**config.mk**
```make
export PLATFORM = sky130hd
export DESIGN_NAME = mul_share_arbiter
export DESIGN_NICKNAME = d
export VERILOG_FILES = /design/src/rtl/mul_ctrl_pkg.sv /design/src/rtl/mul_result_fifo.sv /design/src/rtl/mul_share_arbiter.sv
export SDC_FILE = /design/constraint.sdc
export NUM_CORES = 1
export LEC_CHECK = 0
export CAP_MARGIN = 15
export CORE_AREA = 2 2 211 295
export CTS_CLUSTER_SIZE = 20
export DETAILED_ROUTE_END_ITERATION = 8
export DIE_AREA = 0 0 213 297
export SYNTH_ARGS = -nofsm -noshare
export SYNTH_HDL_FRONTEND = slang
export SYNTH_SLANG_ARGS = --single-unit
```
**constraint.sdc**
```tcl
create_clock -name clk -period 9.57 [get_ports clk]
set_clock_uncertainty 0.15 [all_clocks]
set_input_delay 1.4355 -clock clk [delete_from_list [all_inputs] [get_ports clk]]
set_output_delay 1.4355 -clock clk [all_outputs]
set_load 0.05 [all_outputs]
```
**src/rtl/mul_ctrl_pkg.sv**
```systemverilog
`default_nettype none
// ============================================================================
// Module      : mul_ctrl_pkg
// Description : Shared widths, operand/product types and the issue-tag layout
//               for the shared multiplier front end.
// Revision    : 1.0  initial release
// ============================================================================
package mul_ctrl_pkg;

    localparam int OP_W   = 24;
    localparam int PROD_W = 48;
    localparam int MUL_N  = 4;

    typedef logic [OP_W-1:0]   operand_t;
    typedef logic [PROD_W-1:0] product_t;

    // Requester-ID width; a single requester still needs one bit.
    function automatic int idw_f(input int n);
        return (n > 1) ? $clog2(n) : 1;
    endfunction

    localparam int IDW = idw_f(MUL_N);

    typedef struct packed {
        logic           valid;
        logic [IDW-1:0] id;
    } mul_tag_t;

endpackage
`default_nettype wire

```
**src/rtl/mul_result_fifo.sv**
```systemverilog
`default_nettype none
// ============================================================================
// Module      : mul_result_fifo
// Description : Synchronous first-word-fall-through FIFO; the output holds the
//               last popped word while empty.
// Revision    : 1.0  initial release
// ============================================================================
module mul_result_fifo #(
    parameter int DEPTH = 8,
    parameter int WIDTH = 50,
    parameter int CNT_W = $clog2(DEPTH + 1)
) (
    input  logic             clk,
    input  logic             i_rst_n,
    input  logic             i_push,
    input  logic [WIDTH-1:0] i_push_data,
    input  logic             i_pop,
    output logic [WIDTH-1:0] o_head,
    output logic             o_valid,
    output logic [CNT_W-1:0] o_count
);

    localparam int              c_pw   = (DEPTH > 1) ? $clog2(DEPTH) : 1;
    localparam logic [CNT_W-1:0] c_full = CNT_W'(DEPTH);
    localparam logic [c_pw-1:0]  c_last = c_pw'(DEPTH - 1);

    logic [WIDTH-1:0] r_mem [DEPTH];
    logic [c_pw-1:0]  r_rd_ptr;
    logic [c_pw-1:0]  r_wr_ptr;
    logic [CNT_W-1:0] r_count;
    logic [WIDTH-1:0] r_last;
    logic             w_do_pop;
    logic             w_do_push;

    assign w_do_pop  = i_pop & (r_count != '0);
    // A full FIFO accepts a push only when the head leaves in the same cycle.
    assign w_do_push = i_push & ((r_count != c_full) | w_do_pop);

    always_ff @(posedge clk) begin
        if (w_do_push) begin
            r_mem[r_wr_ptr] <= i_push_data;
        end
    end

    always_ff @(posedge clk) begin
        if (!i_rst_n) begin
            r_rd_ptr <= '0;
            r_wr_ptr <= '0;
            r_count  <= '0;
            r_last   <= '0;
        end else begin
            if (w_do_push) begin
                r_wr_ptr <= (r_wr_ptr == c_last) ? '0 : r_wr_ptr + c_pw'(1);
            end
            if (w_do_pop) begin
                r_rd_ptr <= (r_rd_ptr == c_last) ? '0 : r_rd_ptr + c_pw'(1);
                r_last   <= r_mem[r_rd_ptr];
            end
            case ({w_do_push, w_do_pop})
                2'b10:   r_count <= r_count + CNT_W'(1);
                2'b01:   r_count <= r_count - CNT_W'(1);
                default: r_count <= r_count;
            endcase
        end
    end

    assign o_valid = (r_count != '0);
    assign o_head  = o_valid ? r_mem[r_rd_ptr] : r_last;
    assign o_count = r_count;

endmodule
`default_nettype wire

```
**src/rtl/mul_share_arbiter.sv**
```systemverilog
`default_nettype none
// ============================================================================
// Module      : mul_share_arbiter
// Description : Round-robin, credit-gated sharing of one non-stallable
//               pipelined 24x24 multiplier; results return in issue order.
// Revision    : 1.0  initial release
// ============================================================================
module mul_share_arbiter
    import mul_ctrl_pkg::*;
#(
    parameter int N          = 4,
    parameter int LATENCY    = 4,
    parameter int FIFO_DEPTH = 8
) (
    input  logic                 clk,
    input  logic                 resetN,
    input  logic [N-1:0]         reqValid,
    output logic [N-1:0]         reqReady,
    input  logic [N-1:0]         reqSigned,
    input  logic [N*OP_W-1:0]    reqA,
    input  logic [N*OP_W-1:0]    reqB,
    output logic                 mulRun,
    output logic                 mulSigned,
    output operand_t             mulA,
    output operand_t             mulB,
    input  product_t             mulOut,
    output logic                 rspValid,
    input  logic                 rspReady,
    output logic [idw_f(N)-1:0]  rspId,
    output product_t             rspProduct
);

    localparam int c_idw = idw_f(N);
    localparam int c_cw  = $clog2(FIFO_DEPTH + 1);
    localparam int c_fw  = c_idw + PROD_W;

    typedef struct packed {
        logic             valid;
        logic [c_idw-1:0] id;
    } tag_t;

    logic                r_mul_run;
    logic [c_cw-1:0]     r_credits;
    logic [c_idw-1:0]    r_ptr;
    tag_t                r_tag [LATENCY];

    logic                w_grant_vld;
    logic [c_idw-1:0]    w_grant_id;
    logic                w_can_issue;
    logic                w_issue;
    logic                w_push;
    logic                w_pop;
    logic [c_fw-1:0]     w_head;
    logic [c_cw-1:0]     w_fifo_count;

    // Search starts just past the last granted requester.
    always_comb begin
        int idx;
        idx         = 0;
        w_grant_vld = 1'b0;
        w_grant_id  = '0;
        for (int k = 1; k <= N; k++) begin
            idx = (int'(r_ptr) + k) % N;
            if (!w_grant_vld && reqValid[c_idw'(idx)]) begin
                w_grant_vld = 1'b1;
                w_grant_id  = c_idw'(idx);
            end
        end
    end

    assign w_can_issue = r_mul_run & (r_credits != '0);
    assign w_issue     = w_grant_vld & w_can_issue;

    always_comb begin
        reqReady  = '0;
        mulA      = '0;
        mulB      = '0;
        mulSigned = 1'b0;
        for (int i = 0; i < N; i++) begin
            if (w_issue && (w_grant_id == c_idw'(i))) begin
                reqReady[i] = 1'b1;
                mulA        = reqA[i*OP_W +: OP_W];
                mulB        = reqB[i*OP_W +: OP_W];
                mulSigned   = reqSigned[i];
            end
        end
    end

    assign mulRun = r_mul_run;
    assign w_push = r_tag[LATENCY-1].valid;
    assign w_pop  = rspValid & rspReady;

    always_ff @(posedge clk) begin
        if (!resetN) begin
            r_mul_run <= 1'b0;
            r_credits <= c_cw'(FIFO_DEPTH);
            r_ptr     <= c_idw'(N - 1);
            for (int k = 0; k < LATENCY; k++) begin
                r_tag[k] <= '0;
            end
        end else begin
            r_mul_run <= 1'b1;
            if (w_issue) begin
                r_ptr <= w_grant_id;
            end
            case ({w_issue, w_pop})
                2'b10:   r_credits <= r_credits - c_cw'(1);
                2'b01:   r_credits <= r_credits + c_cw'(1);
                default: r_credits <= r_credits;
            endcase
            r_tag[0] <= '{valid: w_issue, id: (w_issue ? w_grant_id : '0)};
            for (int k = 1; k < LATENCY; k++) begin
                r_tag[k] <= r_tag[k-1];
            end
        end
    end

    // Credits reserve a FIFO slot at issue, so a push never meets a full FIFO.
    always_ff @(posedge clk) begin
        if (resetN && w_push && !w_pop) begin
            assert (w_fifo_count != c_cw'(FIFO_DEPTH));
        end
    end

    mul_result_fifo #(
        .DEPTH (FIFO_DEPTH),
        .WIDTH (c_fw)
    ) u_result_fifo (
        .clk         (clk),
        .i_rst_n     (resetN),
        .i_push      (w_push),
        .i_push_data ({r_tag[LATENCY-1].id, mulOut}),
        .i_pop       (w_pop),
        .o_head      (w_head),
        .o_valid     (rspValid),
        .o_count     (w_fifo_count)
    );

    assign rspId      = w_head[c_fw-1 -: c_idw];
    assign rspProduct = w_head[PROD_W-1:0];

endmodule
`default_nettype wire

```
## Word level (Yosys, flattened, before mapping)

Memory sizes are Yosys's and may differ from the RTL's. A register that Yosys moved wholly into a read port is not among the register bits.
Cells that the tools add are included.

| word-level totals | value |
|---|---|
| register bits | 67 |
| output and inout bits | 105 |
| RAM bits | 412 |
| word-level logic and storage cells | 110 |
| memories kept | 2 |

| operators by class | value |
|---|---|
| bitwise gates (word level) | 10 |
| add/subtract/negate cells | 10 |
| $lt $le $gt $ge | 4 |
| multiplexer cells | 52 |
| equal/unequal tests | 10 |
| reduce and logical (&&, ||, !) cells | 15 |

Memories:

| name | depth | bits a word | rd ports | clocked after memory_dff | write ports | line | text |
|---|---|---|---|---|---|---|---|
| u_result_fifo.r_mem | 8 | 50 | 1 | 1 | 1 | mul_result_fifo.sv:27 | `logic [WIDTH-1:0] r_mem [DEPTH];` |
| r_tag | 4 | 3 | 4 | 0 | 4 | mul_share_arbiter.sv:45 | `tag_t r_tag [LATENCY];` |

Operator list:

| kind | count |
|---|---|
| 2-to-1 mux 24 bit | 8 |
| 2-to-1 mux 50 bit | 1 |
| 2-to-1 mux 1 bit | 24 |
| 2-to-1 mux 3 bit | 8 |
| < comparator 2 x 4 -> 1 bit, second input constant | 4 |
| one-hot mux 4 bit (2 select lines) | 2 |
| 2-to-1 mux 2 bit | 5 |
| adder 4 x 1 -> 4 bit, second input constant | 2 |
| binary-select mux 1 bit (select 2 bit) | 4 |
| == test 2 bit, second input constant | 4 |
| nonzero test 4 bit | 2 |
| subtractor 4 x 1 -> 4 bit, second input constant | 2 |
| logical AND 1 bit | 7 |
| adder 3 x 1 -> 3 bit, second input constant | 2 |
| == test 2 x 1 -> 1 bit, second input constant | 3 |
| == test 3 bit, second input constant | 2 |
| AND 1 bit | 5 |
| bitwise OR 1 bit | 5 |
| adder 2 x 1 -> 2 bit, second input constant | 2 |
| adder 2 bit, second input constant | 2 |
| != test 4 bit, second input constant | 1 |
| nonzero test 2 bit | 2 |
| logical NOT 1 bit | 3 |
| logical NOT 2 bit | 1 |

## Logic depth before layout (Yosys ltp)

Gate-level depths: netlist (run 1).

| logic depth | value |
|---|---|
| depth after elaboration | 20 |
| depth in mapped cells | 13 |
| depth with buffers taken out | 10 |

## By module

Synthesis (run 1) repeated with hierarchy kept, for this count alone.

| second synthesis, totals | value |
|---|---|
| cells, all modules | 1250 |
| area, all modules | 20139.3 um^2 |

Modules (own cells, without submodules):

| module | area each (um^2) | instances | cells an instance | seq. area each (um^2) |
|---|---|---|---|---|
| mul_result_fifo | 17843.4 | 1 | 942 | 13272.7 |
| mul_share_arbiter | 2296.0 | 1 | 308 | 380.4 |

## Least setup slack after synthesis (run 1)

Ideal clock, no wire load.

| timing path | value |
|---|---|
| path type | input to register |
| start | input rspReady |
| end | memory u_result_fifo.r_mem[0][0], enable pin |
| path slack | 2.266 ns |
| library setup time | 0.582 ns |
| cell stages on the path | 4 |
| arrival time | 6.573 ns |
| cells stage by stage | nand2b_1 > o41ai_1 > clkbuf_1 > nor4_1 |

| on the way | value |
|---|---|
| word-level cells in the longest chain between the ends | 6 |

RTL lines:

| item | line | text |
|---|---|---|
| start, declared | mul_share_arbiter.sv:28 | `input logic rspReady,` |
| AND 1 bit | mul_share_arbiter.sv:91 | `assign w_pop = rspValid & rspReady;` |
| AND 1 bit | mul_result_fifo.sv:35 | `assign w_do_pop = i_pop & (r_count != '0);` |
| bitwise OR 1 bit | mul_result_fifo.sv:37 | `assign w_do_push = i_push & ((r_count != c_full) \| w_do_pop);` |
| AND 1 bit | mul_result_fifo.sv:37 |  |
| 2-to-1 mux 1 bit | mul_result_fifo.sv:40 | `if (w_do_push) begin` |
| 2-to-1 mux 1 bit (not written as such) | mul_result_fifo.sv:41 | `r_mem[r_wr_ptr] <= i_push_data;` |
| end, declared | mul_result_fifo.sv:27 |  |

No other way between the ends.

## Final worst setup path (run 1)

| timing path | value |
|---|---|
| start | input reqValid[3] |
| end | output mulSigned |

| on the way | value |
|---|---|
| word-level cells in the longest chain between the ends | 19 |

RTL lines:

| item | line | text |
|---|---|---|
| start, declared | mul_share_arbiter.sv:17 | `input logic [N-1:0] reqValid,` |
| binary-select mux 1 bit (select 2 bit) | mul_share_arbiter.sv:64 | `if (!w_grant_vld && reqValid[c_idw'(idx)]) begin` |
| 2-to-1 mux 1 bit (not written as such) (2 in a row) | mul_share_arbiter.sv:64 |  |
| 2-to-1 mux 1 bit | mul_share_arbiter.sv:64 |  |
| logical NOT 1 bit | mul_share_arbiter.sv:64 |  |
| logical AND 1 bit | mul_share_arbiter.sv:64 |  |
| 2-to-1 mux 1 bit | mul_share_arbiter.sv:64 |  |
| logical NOT 1 bit | mul_share_arbiter.sv:64 |  |
| logical AND 1 bit | mul_share_arbiter.sv:64 |  |
| 2-to-1 mux 1 bit | mul_share_arbiter.sv:64 |  |
| logical NOT 1 bit | mul_share_arbiter.sv:64 |  |
| logical AND 1 bit | mul_share_arbiter.sv:64 |  |
| 2-to-1 mux 1 bit / 2-to-1 mux 2 bit (equally long branches) | mul_share_arbiter.sv:64 |  |
| AND 1 bit / logical NOT 2 bit (equally long branches) | mul_share_arbiter.sv:72, mul_share_arbiter.sv:80 |  |
| logical AND 1 bit | mul_share_arbiter.sv:80 | `if (w_issue && (w_grant_id == c_idw'(i))) begin` |
| 2-to-1 mux 1 bit (3 in a row) | mul_share_arbiter.sv:80 |  |
| 2-to-1 mux 1 bit * | mul_share_arbiter.sv:80 |  |
| end, declared | mul_share_arbiter.sv:23 | `output logic mulSigned,` |

Mark *: on every way between the ends. The rest lies on a longest branch, timed or not. The select of a mux whose other input is x is not followed.

==> results of run 1 <==
flip-flops by register name (all words and copies together) (netlist names), named ones only:
signal,cells
mulRun,1
r_credits,4
r_ptr,2
r_tag,12
u_result_fifo.o_count,4
u_result_fifo.r_last,50
u_result_fifo.r_mem,400
u_result_fifo.r_rd_ptr,3
u_result_fifo.r_wr_ptr,3
cells in the final DEF, fill, tap and decap left out, types with 4 or more instances in the layout:
cell	Yosys	layout
a21oi_1	111	111
nand2b_1	8	8
nor3_2	0	4
buf_4	0	27
nor2_1	68	65
nand2_1	12	12
clkbuf_8	0	5
clkbuf_16	0	47
dfxtp_1	82	79
inv_1	6	6
mux4_2	100	100
mux2i_1	152	152
and2_1	9	9
bufinv_16	0	4
clkinv_2	0	9
clkinv_1	0	6
o21ai_0	53	53
clkbuf_1	57	5
clkdlybuf4s50_1	0	354
o22ai_1	49	49
edfxtp_1	400	400
ha_1	10	10
diode_2	0	6
xor2_1	4	4
routing by layer:
layer | global-route usage [%] | routed length (microns) | vias to the layer above
li1 | - | - | 5419
met1 | 19.97 | 20950 | 6001
met2 | 31.43 | 29000 | 452
met3 | 3.674 | 3417 | 102
met4 | 8.658 | 2747 | 12
met5 | 0 | 70 | -
worst max-delay path, cell delays in order:
cell             delay (ns)
clkdlybuf4s50_1        0.47
nor2b_1                0.19
o21a_1                 0.25
o31ai_4                0.96
buf_4                  0.48
o22ai_1                0.15
clkdlybuf4s50_1        0.74
through the flow:
step                      hold WS [ns]  power, mW  setup slack, ns  utilization, %  instances
after detailed placement        0.2686      3.413            3.344           40.10       2304
after global placement          0.2687      3.404            3.376           40.10       2304
final                           0.2851      5.147            3.268           42.55       2388
after floorplan                 0.2619      3.010            2.266               -       1189
after CTS                       0.2898      5.193            3.312           42.53       2382
after global routing            0.2953      5.319            3.200           42.55       2388
area by class of cell:
type,count,area [sq um]
fillers,5361,34840
flip-flops and latches,482,13660
multi-input cells,615,5836
repair buffers,383,3771
clock buffers,57,1264
well taps,817,1022
clock inverters,21,206.4
inverters,7,27.53
diodes,6,15.01
cells in the mapped netlist (3+ instances only):
library cell,count
nor2b_1,3
dfxtp_1,82
edfxtp_1,400
nor2_1,68
or3_1,3
nand2b_1,8
o22ai_1,49
buf_2,25
a21oi_1,111
mux2i_1,152
mux4_2,100
nor3_1,6
o21ai_0,53
nand2_1,12
nand3_1,3
and2_1,9
inv_1,6
clkbuf_1,57
ha_1,10
xor2_1,4
power groups by stage:
stage | sequential (mW) | clock (mW) | combinational (mW)
2_1_floorplan | 2.36 | 0 | 0.652
3_3_place_gp | 2.37 | 0 | 1.04
3_5_place_dp | 2.37 | 0 | 1.05
4_1_cts | 2.32 | 1.82 | 1.05
5_1_grt | 2.33 | 1.90 | 1.10
6_report | 2.32 | 1.78 | 1.04
worst paths after layout:
kind                        to  depth (start not counted)
setup reg to reg  r_credits[3]                         12
hold reg to reg    r_tag[3][2]                          1
hold / removal     r_tag[3][2]                          1
setup / recovery     mulSigned                          7
logic make-up after synthesis:
logic type	share of synthesized area [%]
flip-flops	68.96
multiplexers	19.12
AO/OA/AOI/OAI	6.099
AND/OR/NAND/NOR	2.888
buffers and inverters	1.978
adder cells (fa/ha/maj)	0.7331
XOR/XNOR	0.2212
==> impl_metrics.tcl, run 1 <==
set metrics [dict create \
    dieArea_sq_um 63260 \
    synth.yosys.seq_area_share_pct 68.96 \
    cts.reportedPaths.clkPinSlew_ns 0.07 \
    synth_area_per_cell_sq_um 16.65 \
    post_cts_resized 0 \
    reg2reg_from "u_result_fifo.o_count[1]" \
    cts_buffers 42 \
    grt_start_max_net_pins 103 \
    floorplan.die.height_microns 297 \
    power.sequential.fraction_pct 45.1 \
    cts_num_sinks 482 \
    die_w_microns 213 \
    post-synth-top-area-fraction_pct 60.67 \
    io_pins 356 \
    numPortBuffers 355 \
    flow.area_growth_from_synthesis_pct 30.35 \
    grt_first_pass_wirelength_mm 81.45 \
    drt_iter0_markers 712 \
    swShare_pct 27.37 \
    critical_path_arrival_ns 4.72 \
    cts.path.max_buffers 3 \
    worst-setup-path-type "input port to output pin" \
    internal_power_mw 3.738 \
    combinationalPowerShare_pct 20.2 \
    route.detailed.drc 0 \
    setup_repair_after_global_routing_missed_its_margin "false" \
    worst_slew_margin_relative_to_its_limit_pct 25.41 \
    global_route_usage_sum_pct 17.69 \
    fin_area_sq_um 25810 \
    min_period_ns 6.302 \
    achievable-frequency_mhz 158.7 \
    min_path_type "flop to flop" \
    synth_async_sr_flop_share_pct 0 \
    dp_hpwl_mm 36.98 \
    reg2reg_slack_ns 4.58 \
    power_density_nw_per_um2 199.4 \
    worstSetupEndpointType "output pin" \
    setup-tns-final_ns 0 \
    clkPwrFrac_pct 34.7 \
    critical_path_required_ns 7.98 \
    timing.critical_path.from_type "input port" \
    fin_nets 1793 \
    tritoncts_clock_tree "built" \
    synth_enable_flop_cells 400 \
    postSynth.topFlopCell "edfxtp_1" \
    drt_pre_antenna_iters 5 \
    netlist.top_cell.by_area "edfxtp_1" \
    critical_path.max_fanout 32 \
    synth_cells 1189 \
    clock_tree.htree_level_count 2 \
    ys_types 42 \
    synthesis.yosys.warnings 0 \
    routed_wire_length_per_instance_microns 23.53 \
    post_synth_main_area_contributors "edfxtp_1 61%, mux4_2 11%, dfxtp_1 8.3%, mux2i_1 7.7%, a21oi_1 2.8%" \
    detailed_place.area_sq_um 24320 \
    holdBufCountCts 0 \
    irDropWorstVdd_v 0.0001524 \
    grt_antenna_before_repair 14 \
    cts.root.buffer_cell "clkbuf_16" \
    detailroute.via_count 11990 \
    cts_post_setup_buffers_inserted 0 \
    initial_core_util_pct 32.64 \
    syn_nets 1451 \
    setup_viol 0 \
    hp-start "r_tag[2][2]" \
    finalHoldViolations 0 \
    grt.overflow.total 0 \
    drtAntennaViolNets 0 \
    place_congestion 0.9130 \
    fin_crit_share_pct 65.85 \
    switching_power_mw 1.409 \
    num_rows 107 \
    cellLeakagePower_nw 8.291 \
    synth-seq-cells 482 \
    first_global_vias 12610 \
    timing.critical_path.from "reqValid[3]" \
    clock_insertion_delay_worst_skew_ns 0.55 \
    transition_time_at_the_pin_with_the_least_slew_margin_ns 1.119 \
    drive_above_1_share_pct 13.93 \
    route.final.wire_length_mm 56.18 \
    outcome "finished clean" \
    maxSlewViolCount 0 \
    mappedNetlistArea_sq_um 19800 \
    floorplan.core_area_sq_um 60650 \
    maximum_capacitance_violations 0 \
    vias_per_cell 5.019 \
]
Note: power is estimated with default switching activity, not from simulation.
==> run 2: changes to the inputs <==
Clock period 9.57 ns to 5.75 ns, I/O delays scaled along.
==> run 2 against run 1 <==
Worst hold slack improved by 0.0047 ns; combinational power increased by 67%; via count decreased by 0.74%; sequential cell count unchanged; clock-buffer cell count decreased by 2; critical path depth unchanged; die area unchanged; setup slack got worse by 2.5 ns; cell count increased by 0.25%; non-clock buffer count increased by 6; first-iteration DRC count decreased by 8.6%; critical endpoint is now mulB[2].
==> impl_metrics.tcl, run 2 (same netlist as run 1, synthesis figures left out) <==
set metrics [dict create \
    outcome "finished clean" \
    io_pins 356 \
    worstPathCellList "clkdlybuf4s50_1 > nor2_1 > a21oi_2 > or4b_2 > buf_4 > o22ai_1 > clkdlybuf4s50_1" \
    grt_antenna_before_repair 8 \
    worst_slew_margin_relative_to_its_limit_pct 29.03 \
    layout.filler_cells 5443 \
    crit_path_top_delay_cell "clkdlybuf4s50_1" \
    fin_nets 1799 \
    numPortBuffers 355 \
    grt.overflow.total 0 \
    reg2reg_from "u_result_fifo.o_count[1]" \
    cts.path.max_buffers 3 \
    timing.critical_path.from_type "input port" \
    achievable-frequency_mhz 199.1 \
    registers.top_by_ff_count "u_result_fifo.r_mem" \
    cts.root.buffer_cell "clkbuf_16" \
    holdBufCountCts 0 \
    fin_crit_share_pct 87.37 \
    critical_path.max_fanout 49 \
    route.final.wire_length_mm 54.76 \
    drt_pre_antenna_iters 4 \
    clock_tree.htree_level_count 2 \
    floorplan.core_area_sq_um 60650 \
    worstReg2RegEnd "r_credits[3]" \
    worst_path_most_repeated_cell "clkdlybuf4s50_1" \
    reg2reg_slack_ns 1.77 \
    place_congestion 0.9006 \
    timing.critical_path.from "reqValid[1]" \
    worstSetupEndpoint "mulB[2]" \
    cts_buffers 42 \
    clock_insertion_delay_worst_skew_ns 0.55 \
    grt_start_max_net_pins 73 \
    floorplan.die.height_microns 297 \
    dieArea_sq_um 63260 \
    cts_num_sinks 482 \
    route.detailed.drc 0 \
    transition_time_at_the_pin_with_the_least_slew_margin_ns 1.062 \
    setup_viol 0 \
    drtAntennaViolNets 0 \
    finalHoldViolations 0 \
    drive_above_1_share_pct 13.50 \
    cts_post_setup_buffers_inserted 0 \
    num_rows 107 \
    maxSlewViolCount 0 \
    power_density_nw_per_um2 323.6 \
    detailed_place.area_sq_um 24400 \
    global_route_usage_sum_pct 17.15 \
    die_w_microns 213 \
    cellLeakagePower_nw 8.237 \
    first_global_vias 12700 \
    setup-tns-final_ns 0 \
    worst_r2r_path_depth 11 \
    mostFrequentLayoutCell "edfxtp_1" \
    dp_hpwl_mm 36.06 \
    tritoncts_clock_tree "built" \
    cts.reportedPaths.clkPinSlew_ns 0.06 \
    biggestRegsByFlops "u_result_fifo.r_mem x400, u_result_fifo.r_last x50, r_tag x12" \
    grt_first_pass_wirelength_mm 79.81 \
    post_cts_resized 0 \
    fin_area_sq_um 25720 \
    commonest_cells_after_routing_fill_and_taps_aside "400 x edfxtp_1, 353 x clkdlybuf4s50_1, 152 x mux2i_1" \
    initial_core_util_pct 32.64 \
    worst-setup-path-type "input port to output pin" \
    drt_iter0_markers 651 \
    final_core_util_pct 42.41 \
    max_ffs_per_register 400 \
    critical_path_arrival_ns 4.01 \
    worstSetupEndpointType "output pin" \
    min_path_type "flop to flop" \
    longest_individual_stage_delay_on_the_worst_path_ns 0.87 \
    routed_wire_length_per_instance_microns 22.87 \
    irDropWorstVdd_v 0.0001708 \
    critical_path_required_ns 4.74 \
    flow.area_growth_from_synthesis_pct 29.91 \
    min_period_ns 5.024 \
    maximum_capacitance_violations 0 \
    detailroute.via_count 11900 \
    vias_per_cell 4.970 \
    setup_repair_after_global_routing_missed_its_margin "false" \
]
[run 2: report_power, final]
group          switching [mW]  total [mW]  leakage, nW  internal (mW)
clock                    1.21        2.72        0.629           1.51
sequential             0.0419        3.86         4.26           3.82
combinational            1.06        1.74         3.35          0.675
total                    2.31        8.32         8.24           6.01
[run 2: final cells by class]
cell class / instances / area [sq um] / area share, %
flip-flops and latches: 482 / 13660 / 53.13
multi-input cells: 615 / 5844 / 22.72
repair buffers: 389 / 3839 / 14.93
clock buffers: 55 / 1121 / 4.359
well taps: 817 / 1022 / 3.975
clock inverters: 22 / 183.9 / 0.7151
inverters: 7 / 27.53 / 0.1070
diodes: 7 / 17.52 / 0.06811
[run 2: how the worst min path moves through the flow]
stage	start	to	slack (ns)	cells past startpoint
4_1_cts	r_tag[2][2]	r_tag[3][2]	0.29	1
6_report	r_tag[2][0]	r_tag[3][0]	0.29	1
2_1_floorplan	r_tag[0][0]	r_tag[1][0]	0.26	1
3_3_place_gp	r_tag[0][2]	r_tag[1][2]	0.27	1
5_1_grt	r_tag[2][0]	r_tag[3][0]	0.31	1
3_5_place_dp	r_tag[0][0]	r_tag[1][0]	0.27	1
[run 2: critical path: cells and delay by family]
family,cells,cell delay (ns)
AO/OA/AOI/OAI,2,0.66
AND/OR/NAND/NOR,2,0.71
buffers and inverters,3,1.72
[run 2: per-stage QoR]
stage	cells	total power [mW]	hold slack (ns)	setup slack [ns]
2_1_floorplan	1189	5.010	0.2619	0.1007
3_3_place_gp	2310	5.670	0.2745	0.8243
3_5_place_dp	2310	5.685	0.2696	0.7676
4_1_cts	2387	8.413	0.2927	0.7598
5_1_grt	2394	8.621	0.3092	0.6046
6_report	2394	8.324	0.2898	0.7264
[run 2: routing by layer]
layer | vias to the layer above | routed length, microns | track usage [%]
met3 | 67 | 3297 | 2.840
met1 | 5967 | 20230 | 19.28
li1 | 5427 | - | -
met5 | - | 12 | 0
met2 | 434 | 29400 | 31.61
met4 | 2 | 1816 | 7.259
==> run 3: changes to the inputs <==
Settings changed: SLEW_MARGIN set to 20.
==> results of run 3 <==
Final layout, timing and power as in run 2 (identical DEF).
==> RTL edit: new RTL, settings of run 2 <==
The package constant `OP_W` goes from 24 to 32.
--- a/src/rtl/mul_ctrl_pkg.sv
+++ b/src/rtl/mul_ctrl_pkg.sv
@@ -8,5 +8,5 @@
 package mul_ctrl_pkg;
 
-    localparam int OP_W   = 24;
+    localparam int OP_W   = 32;
     localparam int PROD_W = 48;
     localparam int MUL_N  = 4;
Ports: changed (resized mulA, mulB, reqA and reqB); port bits go from 356 to 436. No check against the original RTL was run, so the function may have changed too.
==> RTL edit against run 2 <==
Via count increased by 9.0%; clock power is 12% higher; synthesized area is 2.5% higher; setup slack got worse by 0.14 ns; sequential cell count is the same; total power is 7.9% higher; routed wire length increased by 22%; final area up 5.9%; critical endpoint is now mulA[23].
==> RTL edit: results (changes against run 2) <==
| Metric | Value |
|---|---|
| Remaining max-slew budget at the tightest pin | `0.2726 (-0.01763)` |
| Critical path's largest stage delay | `0.94 ns (+0.07 ns)` |
| Total routing usage reported by global routing | `0.2042 (+0.03274)` |
| Fraction of layout instances using a drive strength above 1 | `0.1429 (+0.007825)` |
| Pre-Repair DR Iteration Count | `5 (+1)` |
| Final Net Count | `2002 (+11%)` |
| Largest net degree at the start of global routing | `82 (+12%)` |
| Post-Synthesis Net Count | `1569 (+8.1%)` |
| Result of the run | `completed` |
| Main area contributors after synthesis | `sky130_fd_sc_hd__edfxtp_1, sky130_fd_sc_hd__mux4_2, sky130_fd_sc_hd__mux2i_1` |
| Proportion of synthesized chip area in sequential cells | `0.6729 (-0.01675)` |
| Pre-CTS setup slack | `0.7623 ns (-0.005281 ns)` |
| Critical-path cell with the highest stage delay | `sky130_fd_sc_hd__clkdlybuf4s50_1` |
| Largest fanout on the critical path | `35 (-29%)` |
| Total wirelength of the detailed-routed design | `66760 um (+22%)` |
| Yosys warns | `0 (unchanged)` |
| Worst voltage drop across the vdd grid | `247.2 uV (+45%)` |
| Main flop type after synthesis | `sky130_fd_sc_hd__edfxtp_1` |
| Library cells used by synthesis | `43 (+2.4%)` |
| First-pass GRT wire length | `91570 um (+15%)` |
| Total clock buffers created by CTS | `41 (-2.4%)` |
| Total number of vias | `12972 (+9.0%)` |
| Initial antenna violation count | `43 (+35)` |
| Gpl congestion | `0.8548 (-5.1%)` |
| Most common library cells after synthesis | `sky130_fd_sc_hd__edfxtp_1, sky130_fd_sc_hd__mux2i_1, sky130_fd_sc_hd__a21oi_1` |
| Met3 Resource Use GR | `0.08277 (+0.05437)` |
| Number of DRC violations after detailed-routing iteration 0 | `768 (+18%)` |
| Met2 track demand over resource in global routing | `0.3540 (+0.03792)` |
| Count of buffers from port buffering | `435 (+23%)` |
| Data arrival time at the worst-slack endpoint | `4.15 ns (+0.14 ns)` |
| Leakage power figure | `8.894 nW (+8.0%)` |
RTL edit: cell families after synthesis:
family	Yosys count	synth area share
DFF	482	0.6729
and+or+nand+nor	123	0.02837
AOI/OAI and AO/OA	239	0.06425
xor gates and xnor gates	5	0.002158
muxes	285	0.2023
adders and majority gates	11	0.007153
buffers and inverters	98	0.02288
RTL edit: layer usage:
metal	share of wire	vias up
met2	0.50	489
met1	0.36	6511
met4	0.022	38
met3	0.12	100
li1	-	5834
met5	0.0037	-
RTL edit: worst paths after layout:
path                       startpoint            to  slack [ns]  cells past startpoint
max                       reqValid[3]      mulA[23]        0.59                      6
min                       r_tag[0][2]   r_tag[1][2]        0.29                      1
max reg2reg  u_result_fifo.o_count[0]  r_credits[3]        1.64                     10
min reg2reg               r_tag[0][2]   r_tag[1][2]        0.29                      1
RTL edit: area by class of cell:
cell class / instances / share of cell area
timing repair buffer: 481 / 0.1729
clock inverter: 26 / 0.01322
multi-input combinational: 663 / 0.2299
tap: 817 / 0.03751
clock buffer: 49 / 0.04178
sequential: 482 / 0.5014
antenna: 24 / 0.002204
inverter: 7 / 0.001010
RTL edit: through the flow:
stage                     cells  cell area, um2
after floorplan            1243           20300
after global placement     2450           25690
after detailed placement   2450           25690
after CTS                  2525           27190
after global routing       2537           27220
final                      2549           27250
RTL edit: where the power goes:
part | switching, W | internal [W] | total (W)
Combinational | 0.00126 | 0.000804 | 0.00207
Clock | 0.00123 | 0.00182 | 0.00305
Sequential | 0.0000444 | 0.00382 | 0.00387
